--- src/rtl/pipeline_ctrl.sv ---
// Pipeline hazard/stall controller: load-use interlock, branch flush, multi-cycle EX wait
// with abort timer, and data-memory stall; outputs are combinational from state and inputs.
module pipeline_ctrl #(
   parameter int MC_TIMEOUT = 64
) (
   input  logic        clk,
   input  logic        rst,
   input  logic [4:0]  id_rs1,
   input  logic [4:0]  id_rs2,
   input  logic        id_rs1_read,
   input  logic        id_rs2_read,
   input  logic [4:0]  idex_rd,
   input  logic        idex_is_load,
   input  logic        idex_reg_write,
   input  logic        ex_branch_taken,
   input  logic        ex_mc_start,
   input  logic        ex_mc_done,
   input  logic        mem_req_stall,
   output logic        pc_hold,
   output logic        ifid_hold,
   output logic        idex_hold,
   output logic        exmem_hold,
   output logic        ifid_flush,
   output logic        idex_bubble,
   output logic        exmem_bubble,
   output logic        memwb_bubble,
   output logic        mc_timeout,
   output logic [31:0] stall_cnt
);
   // state    | meaning
   // RUN      | normal flow; branch flush and load-use interlock resolved here
   // MC_WAIT  | multi-cycle EX op outstanding; front end held, abort timer running
   // MEM_WAIT | data memory stalled; pending remembers an outstanding MC op

   localparam logic [1:0] S_RUN      = 2'd0;
   localparam logic [1:0] S_MC_WAIT  = 2'd1;
   localparam logic [1:0] S_MEM_WAIT = 2'd2;

   localparam int TW = (MC_TIMEOUT > 1) ? $clog2(MC_TIMEOUT) : 1;
   localparam logic [TW-1:0] TIMER_LOAD = TW'(MC_TIMEOUT - 1);

   logic [1:0]    state, state_nxt, eff_state;
   logic          pending, pending_nxt;
   logic [TW-1:0] mc_timer, mc_timer_nxt;
   logic          timeout_set;
   logic          load_use;

   assign load_use = idex_is_load && idex_reg_write && (idex_rd != 5'd0) &&
                     ((id_rs1_read && (id_rs1 == idex_rd)) ||
                      (id_rs2_read && (id_rs2 == idex_rd)));

   // mc_timer counts down the remaining MC_WAIT cycles; zero is the abort cycle
   always_comb begin
      pc_hold      = 1'b0;
      ifid_hold    = 1'b0;
      idex_hold    = 1'b0;
      exmem_hold   = 1'b0;
      ifid_flush   = 1'b0;
      idex_bubble  = 1'b0;
      exmem_bubble = 1'b0;
      memwb_bubble = 1'b0;
      timeout_set  = 1'b0;
      state_nxt    = state;
      pending_nxt  = pending;
      mc_timer_nxt = mc_timer;
      eff_state    = (state == S_MEM_WAIT) ? (pending ? S_MC_WAIT : S_RUN) : state;

      if (rst) begin
         idex_bubble  = 1'b1;
         exmem_bubble = 1'b1;
         memwb_bubble = 1'b1;
      end else if (mem_req_stall) begin
         pc_hold      = 1'b1;
         ifid_hold    = 1'b1;
         idex_hold    = 1'b1;
         exmem_hold   = 1'b1;
         memwb_bubble = 1'b1;
         state_nxt    = S_MEM_WAIT;
         pending_nxt  = (eff_state == S_MC_WAIT);
      end else if (eff_state == S_MC_WAIT) begin
         pending_nxt = 1'b0;
         state_nxt   = S_MC_WAIT;
         if (ex_mc_done) begin
            state_nxt = S_RUN;
         end else if (mc_timer == '0) begin
            timeout_set  = 1'b1;
            exmem_bubble = 1'b1;
            state_nxt    = S_RUN;
         end else begin
            pc_hold      = 1'b1;
            ifid_hold    = 1'b1;
            idex_hold    = 1'b1;
            exmem_bubble = 1'b1;
            mc_timer_nxt = mc_timer - TW'(1);
         end
      end else begin
         pending_nxt = 1'b0;
         state_nxt   = S_RUN;
         if (ex_mc_start && !ex_mc_done) begin
            pc_hold      = 1'b1;
            ifid_hold    = 1'b1;
            idex_hold    = 1'b1;
            exmem_bubble = 1'b1;
            state_nxt    = S_MC_WAIT;
            mc_timer_nxt = TIMER_LOAD;
         end else if (ex_branch_taken) begin
            ifid_flush  = 1'b1;
            idex_bubble = 1'b1;
         end else if (load_use) begin
            pc_hold     = 1'b1;
            ifid_hold   = 1'b1;
            idex_bubble = 1'b1;
         end
      end
   end

   always_ff @(posedge clk) begin
      if (rst) begin
         state      <= S_RUN;
         pending    <= 1'b0;
         mc_timer   <= '0;
         mc_timeout <= 1'b0;
         stall_cnt  <= 32'd0;
      end else begin
         state    <= state_nxt;
         pending  <= pending_nxt;
         mc_timer <= mc_timer_nxt;
         if (timeout_set)
            mc_timeout <= 1'b1;
         if (pc_hold)
            stall_cnt <= stall_cnt + 32'd1;
      end
   end

endmodule

--- config.mk ---
export PLATFORM = sky130hd
export DESIGN_NAME = pipeline_ctrl
export DESIGN_NICKNAME = d
export VERILOG_FILES = /design/src/rtl/pipeline_ctrl.sv
export SDC_FILE = /design/constraint.sdc
export NUM_CORES = 1
export LEC_CHECK = 0
export CAP_MARGIN = 30
export CELL_PAD_IN_SITES_DETAIL_PLACEMENT = 1
export CELL_PAD_IN_SITES_GLOBAL_PLACEMENT = 2
export CORE_ASPECT_RATIO = 1.4
export CORE_MARGIN = 1.5
export CORE_UTILIZATION = 36
export DETAILED_ROUTE_END_ITERATION = 6
export DONT_BUFFER_PORTS = 1
export PLACE_DENSITY_LB_ADDON = 0.25
export SETUP_SLACK_MARGIN = 0.2
export SYNTH_ARGS = -nofsm -noshare
export SYNTH_HDL_FRONTEND = slang
export SYNTH_SLANG_ARGS = --single-unit
--- constraint.sdc ---
create_clock -name clk -period 3.2 [get_ports clk]
set_clock_uncertainty 0.1 [all_clocks]
set_input_delay 0.16 -clock clk [delete_from_list [all_inputs] [get_ports clk]]
set_output_delay 0.16 -clock clk [all_outputs]
set_load 0.02 [all_outputs]
==> run summary, run 1 <==
Core ar. - 6168 um^2
Area grow syn2layout - 8.024%
RSZ-0062 raised after global routing - false
Synthesized flop and latch total - 42
WL final - 6.085 mm
DP HPWL - 4.376 mm
Syn nets - 304
Fin nets - 303
Cts repair resizes - 0
Worst VDD drop - 0.1687 mV
# clock sinks - 42
Final hold vios - 0
Total Routing Usage GR - 18.69%
Fin crit share - 83.17%
Status - completed
EDFF count, synth - 0
Setup Total Neg Slack - 0 ps
CP Data Required Time - 2940 ps
DRC Markers - 0
Fin. max-slew vios - 0
Post-route ant nets - 0
CTS tree - yes
Top delay family on crit path - compound AO/OA/AOI/OAI gates
Initial Util - 37.16%
Post-synth ARST share - 0%
Gr ovfl total - 0
Worst-Margin Slew - 959.8 ps
Vias in the first global route - 2150
Synth top cells by count - 42 x dfxtp_1, 28 x a21oi_1, 20 x nand2_1, 17 x o21ai_0, 16 x or3_1
Initial antenna violation count - 0
Unique cell type count in the Yosys netlist - 46
Top-count cell post-synth - dfxtp_1
Hold_ws - 25.69 ps
Syn avg cell area - 8.305 um^2
First-pass GRT wire length - 10.51 mm
Register area share after synthesis - 36.68%
Final Critical Period - 2662 ps
Share of layout cells above drive strength 1 - 6.545%
Synth top area share - 36.68%
1st-iter DRT viols - 58
Critical-path cell list - inv_1 -> ha_1 -> or4b_1 -> a211o_1 -> a21oi_2 -> a21boi_4 -> nor2_1 -> buf_4
Clk root buf - clkbuf_8
Diode count - 0
Die W - 70.44 um
Critical path class - register to output pin
Final-layout fill cell count - 748
Cells after synthesis - 276
Clock slew seen by the registers of the worst setup and hold paths - 80 ps
Via Count - 2167
Wirelength per Cell - 17.54 um
CP endpoint kind - output pin
Worst slew margin - 35.18%
GPL Wtd Cong - 0.6770
Largest net degree at the start of global routing - 37
Die ar. - 6862 um^2
Synth area leader - dfxtp_1
Worst-path maximum fanout - 9
WP data arrival - 2400 ps
Top FF cell, synth - dfxtp_1
Synth Warn # - 0
Top Ports - 66
Worst skew pair latency - 290 ps
Non-Filler Instances - 347
Fmax - 0.3757 GHz
Number of cell rows - 34
PortBufs - 0
Maximum clock path buffer count - 2
Leak - 0.0007850 uW
H-tree levels - 2
Hold Crit Class - input pin to register
Die height - 97.42 um
Final setup violation count - 0
First drt pass iteration count - 4
Synth area leaders - dfxtp_1 37%, a21oi_1 6.1%, or4_1 4.9%, or3_1 4.4%, nand4_1 4.1%
Crit-path slowest cell - or4b_1
Max_cap viols - 0
Worst Setup Start Kind - register
Buf+Inv Stages, Crit Path - 2
Pwr dens - 436.8 nW/um^2
Vias/cell - 6.245
Inst Count DP - 337
Mapped cell area - 2292 um^2
Crit path largest cell delay - 420 ps
CTS Buf Count - 5
==> final cells by class <==
| class | instances | area (um^2) | share of cell area [%] |
|---|---|---|---|
| timing repair buffer | 8 | 77.57 | 3.133 |
| sequential | 42 | 840.8 | 33.96 |
| multi-input combinational | 212 | 1333 | 53.82 |
| clock inverter | 1 | 30.03 | 1.213 |
| clock buffer | 6 | 82.58 | 3.335 |
| inverter | 6 | 22.52 | 0.9096 |
| tap | 72 | 90.09 | 3.638 |
==> worst reg2reg max path: stages, from the launching register on <==
cell and delay (ps):
dfxtp_1 340, inv_1 90, ha_1 140, or4b_1 420, a211o_1 330, a21oi_2 180
a21boi_4 320, buf_4 310, nor4_1 90, o21a_1 170
==> report_power, final <==
part	switching (uW)	total, uW	internal [uW]
sequential	18.9	552	533
clock	181	431	250
combinational	58.0	98.4	40.4
total	258	1080	824
==> final timing paths <==
kind | cells after the start | to | startpoint | slack [ps]
setup reg to reg | 9 | stall_cnt[12]$_SDFFE_PP0P_ | mc_timer[0]$_SDFFE_PP0P_ | 600
hold / removal | 2 | stall_cnt[28]$_SDFFE_PP0P_ | rst | 30
setup / recovery | 8 | ifid_hold | mc_timer[0]$_SDFFE_PP0P_ | 540
hold reg to reg | 2 | mc_timer[5]$_SDFFE_PP0P_ | mc_timer[5]$_SDFFE_PP0P_ | 410
==> logic make-up after synthesis <==
kind of cell,after synthesis,share of synthesized area [%]
fa+ha+maj,3,1.638
simple gates,118,29.91
compound gates,76,20.52
flops,42,36.68
mux,2,1.092
xor+xnor,13,4.967
buf+inv,22,5.185
==> layer usage <==
metal	GRT usage [%]	share of wire, %	up-vias
met5	0	0	-
met4	5.325	1.2	0
met3	5.913	6.3	5
met2	33.82	53	63
met1	20.54	40	1065
li1	-	-	1034
==> what timing repair did <==
item / in CTS / in global routing
buffers inserted: 0 / 0
hold buffers: 3 / 0
endpoints found under the hold margin: 37 / 0
==> per-stage QoR <==
stage | power [uW] | worst slack (ps) | utilization, % | cell area (um^2)
2_1_floorplan | 644.6 | 758.5 | - | 2292
3_3_place_gp | 651.0 | 678.6 | 37.67 | 2323
3_5_place_dp | 652.0 | 604.1 | 37.67 | 2323
4_1_cts | 1103 | 496.1 | 40.14 | 2476
5_1_grt | 1131 | 398.4 | 40.14 | 2476
6_report | 1082 | 538.5 | 40.14 | 2476
==> placed cells by master (no fill, tap or decap), types with 6 or more instances in the layout <==
cell and instances:
nand2_1 20, a21oi_1 28, or4_1 15, nand4_1 15, o21ai_0 17, inv_1 6, or3_1 16, nand3_1 9
o31ai_1 12, dfxtp_1 42, o21a_1 6, clkbuf_8 6, xnor2_1 10, nor2_1 11
==> flip-flops by register name, summed over array words and instances, names as in the netlist <==
name and flops:
mc_timer 6, stall_cnt 32, mc_timeout 1, pending 1, state 2
Power figures use the tool's default switching activity.
==> run 2, diff against run 1 <==
CORE_UTILIZATION = 32   (was 36)
clock period = 2.4 ns   (was 3.2 ns; I/O delays follow)
==> run 2 against run 1 <==
The run now ends with hold timing, setup timing left. Worst hold slack got worse by 250 ps. Sequential cell count unchanged. Via count increased by 9.7%. Sequential power increased by 32%. Cell count increased by 23%. Clock power increased by 14%. Critical path depth increased by 1. Final area increased by 27%. Critical path type is now register to register.
==> run summary, run 2 (same netlist as run 1, synthesis figures left out) <==
Status - finished with violations
Violated checks - hold timing, setup timing
CP endpoint kind - register
Final setup violation count - 29 (+29)
Largest net degree at the start of global routing - 43 (+16%)
Initial Util - 33.04% (-4.1 points)
Critical path class - register to register
Dpl ws - -21.26 ps (-625.4 ps)
1st-iter DRT viols - 92 (+59%)
CTS tree - yes
Fin. max-slew vios - 0 (unchanged)
Final hold vios - 34 (+34)
Vias in the first global route - 2473 (+15%)
Most common cell after layout, fill and taps aside - buf_4
Area grow syn2layout - 37.01%
RSZ-0062 raised after global routing - true
Share of layout cells above drive strength 1 - 30.21% (+24 points)
CTS Buf Count - 5 (unchanged)
Non-Filler Instances - 426 (+23%)
Final-layout fill cell count - 846 (+13%)
# hold bufs at CTS - 5 (+2)
Most frequent cells in the layout - 47 x buf_4, 38 x dfxtp_1, 25 x a21oi_1
Hold Crit Class - input pin to register
Top reg by flops - stall_cnt
Post-route cell area - 3141 um^2 (+27%)
WL final - 7.370 mm (+21%)
Worst skew pair latency - 300 ps (about the same)
Layout Utilization - 45.27% (+5.1 points)
Via Count - 2377 (+9.7%)
Setup slack after layout - -60.00 ps (-598.5 ps)
Number of cell rows - 36 (+5.9%)
Max_cap viols - 0 (unchanged)
Initial antenna violation count - 0 (unchanged)
Worst VDD drop - 0.2010 mV (+19%)
Clk root buf - clkbuf_8
Max FFs per register - 32 (unchanged)
PortBufs - 0 (unchanged)
GPL Wtd Cong - 0.7117 (+5.1%)
Final Critical Period - 2460 ps
Die ar. - 7687 um^2 (+12%)
Register area - 845.8 um^2 (+0.60%)
Top Registers - stall_cnt (32), mc_timer (6), state (2)
Fmax - 0.4065 GHz
Fin crit share - 102.5%
Worst Setup Start Kind - register
Total Routing Usage GR - 19.28% (+0.59 points)
Inst Count DP - 388 (+15%)
Diode count - 0 (unchanged)
Worst-Margin Slew - 435.8 ps (-524.0 ps)
Hold_ws - -225.2 ps (-250.9 ps)
Top Ports - 66 (unchanged)
Pwr dens - 462.9 nW/um^2 (+6.0%)
First drt pass iteration count - 4 (unchanged)
Gr ovfl total - 0 (unchanged)
Maximum clock path buffer count - 2 (unchanged)
Post-route ant nets - 0 (unchanged)
Vias/cell - 5.580 (-11%)
Clock slew seen by the registers of the worst setup and hold paths - 90 ps (about the same)
Die height - 103.1 um (+5.9%)
First-pass GRT wire length - 11.51 mm (+9.5%)
Wirelength per Cell - 17.30 um (-1.3%)
Worst slew margin - 70.89% (+36 points)
CP Data Required Time - 2500 ps (-440 ps)
Leak - 0.001110 uW (+41%)
Area used by multi-input combinational logic - 1450 um^2 (+8.8%)
DRC Markers - 0 (unchanged)
Die W - 74.53 um (+5.8%)
Worst-path maximum fanout - 5 (-4)
H-tree levels - 2 (unchanged)
Placed Area - 2605 um^2 (+12%)
Core ar. - 6937 um^2 (+12%)
WP data arrival - 2560 ps (+160 ps)
Fin nets - 358 (+18%)
DP HPWL - 4.718 mm (+7.8%)
# clock sinks - 42 (unchanged)
## run 2: power by group
part | switching (uW) | internal, uW
sequential | 14.6 | 712
clock | 258 | 233
combinational | 110 | 127
total | 382 | 1070
## run 2: critical path, stage by stage, from the launching register on
cell	delay, ps
dfxtp_2	330
inv_2	50
ha_1	130
or4b_4	450
a211o_1	270
a21oi_2	180
a21boi_4	290
buf_6	190
nor4_2	70
mux2_4	300
## run 2: timing repair
action / CTS / global route
hold endpoints to repair: 37 / 34
buffers inserted: 20 / 1
resized for setup: 18 / 30
pin swaps: 8 / 12
cloned: 2 / 2
setup endpoints to repair: 34 / 38
## run 2: path summary, 6_finish.rpt
path | from | end | slack [ps] | cells past startpoint
worst min register to register | mc_timer[5]$_SDFFE_PP0P_ | mc_timer[5]$_SDFFE_PP0P_ | 400 | 2
worst min-delay path | rst | mc_timer[0]$_SDFFE_PP0P_ | -230 | 1
worst max-delay path | mc_timer[0]$_SDFFE_PP0P_ | stall_cnt[28]$_SDFFE_PP0P_ | -60 | 9
worst max register to register | mc_timer[0]$_SDFFE_PP0P_ | stall_cnt[28]$_SDFFE_PP0P_ | -60 | 9
## run 2: cell type report
type	instances	area share (%)
Inverter	6	0.7171
Tap cell	95	3.785
Multi-Input combinational cell	212	46.18
Timing Repair Buffer	63	19.48
Sequential cell	42	26.93
Clock inverter	1	0.1594
Clock buffer	7	2.749
## run 2: metal layers
layer / up-vias / track usage [%] / part of all wire [%]
met4: 0 / 5.455 / 1.1
met2: 54 / 36.33 / 55
met3: 6 / 4.106 / 3.9
li1: 1145 / - / -
met1: 1172 / 21.27 / 40
met5: - / 0 / 0
## run 2: metrics by stage
| step | setup TNS (ps) | power (uW) |
|---|---|---|
| 3_5_place_dp | -31.16 | 889.4 |
| 5_1_grt | -3700 | 1518 |
| 3_3_place_gp | 0 | 885.5 |
| 6_report | -753.0 | 1454 |
| 2_1_floorplan | 0 | 862.7 |
| 4_1_cts | -22.57 | 1447 |
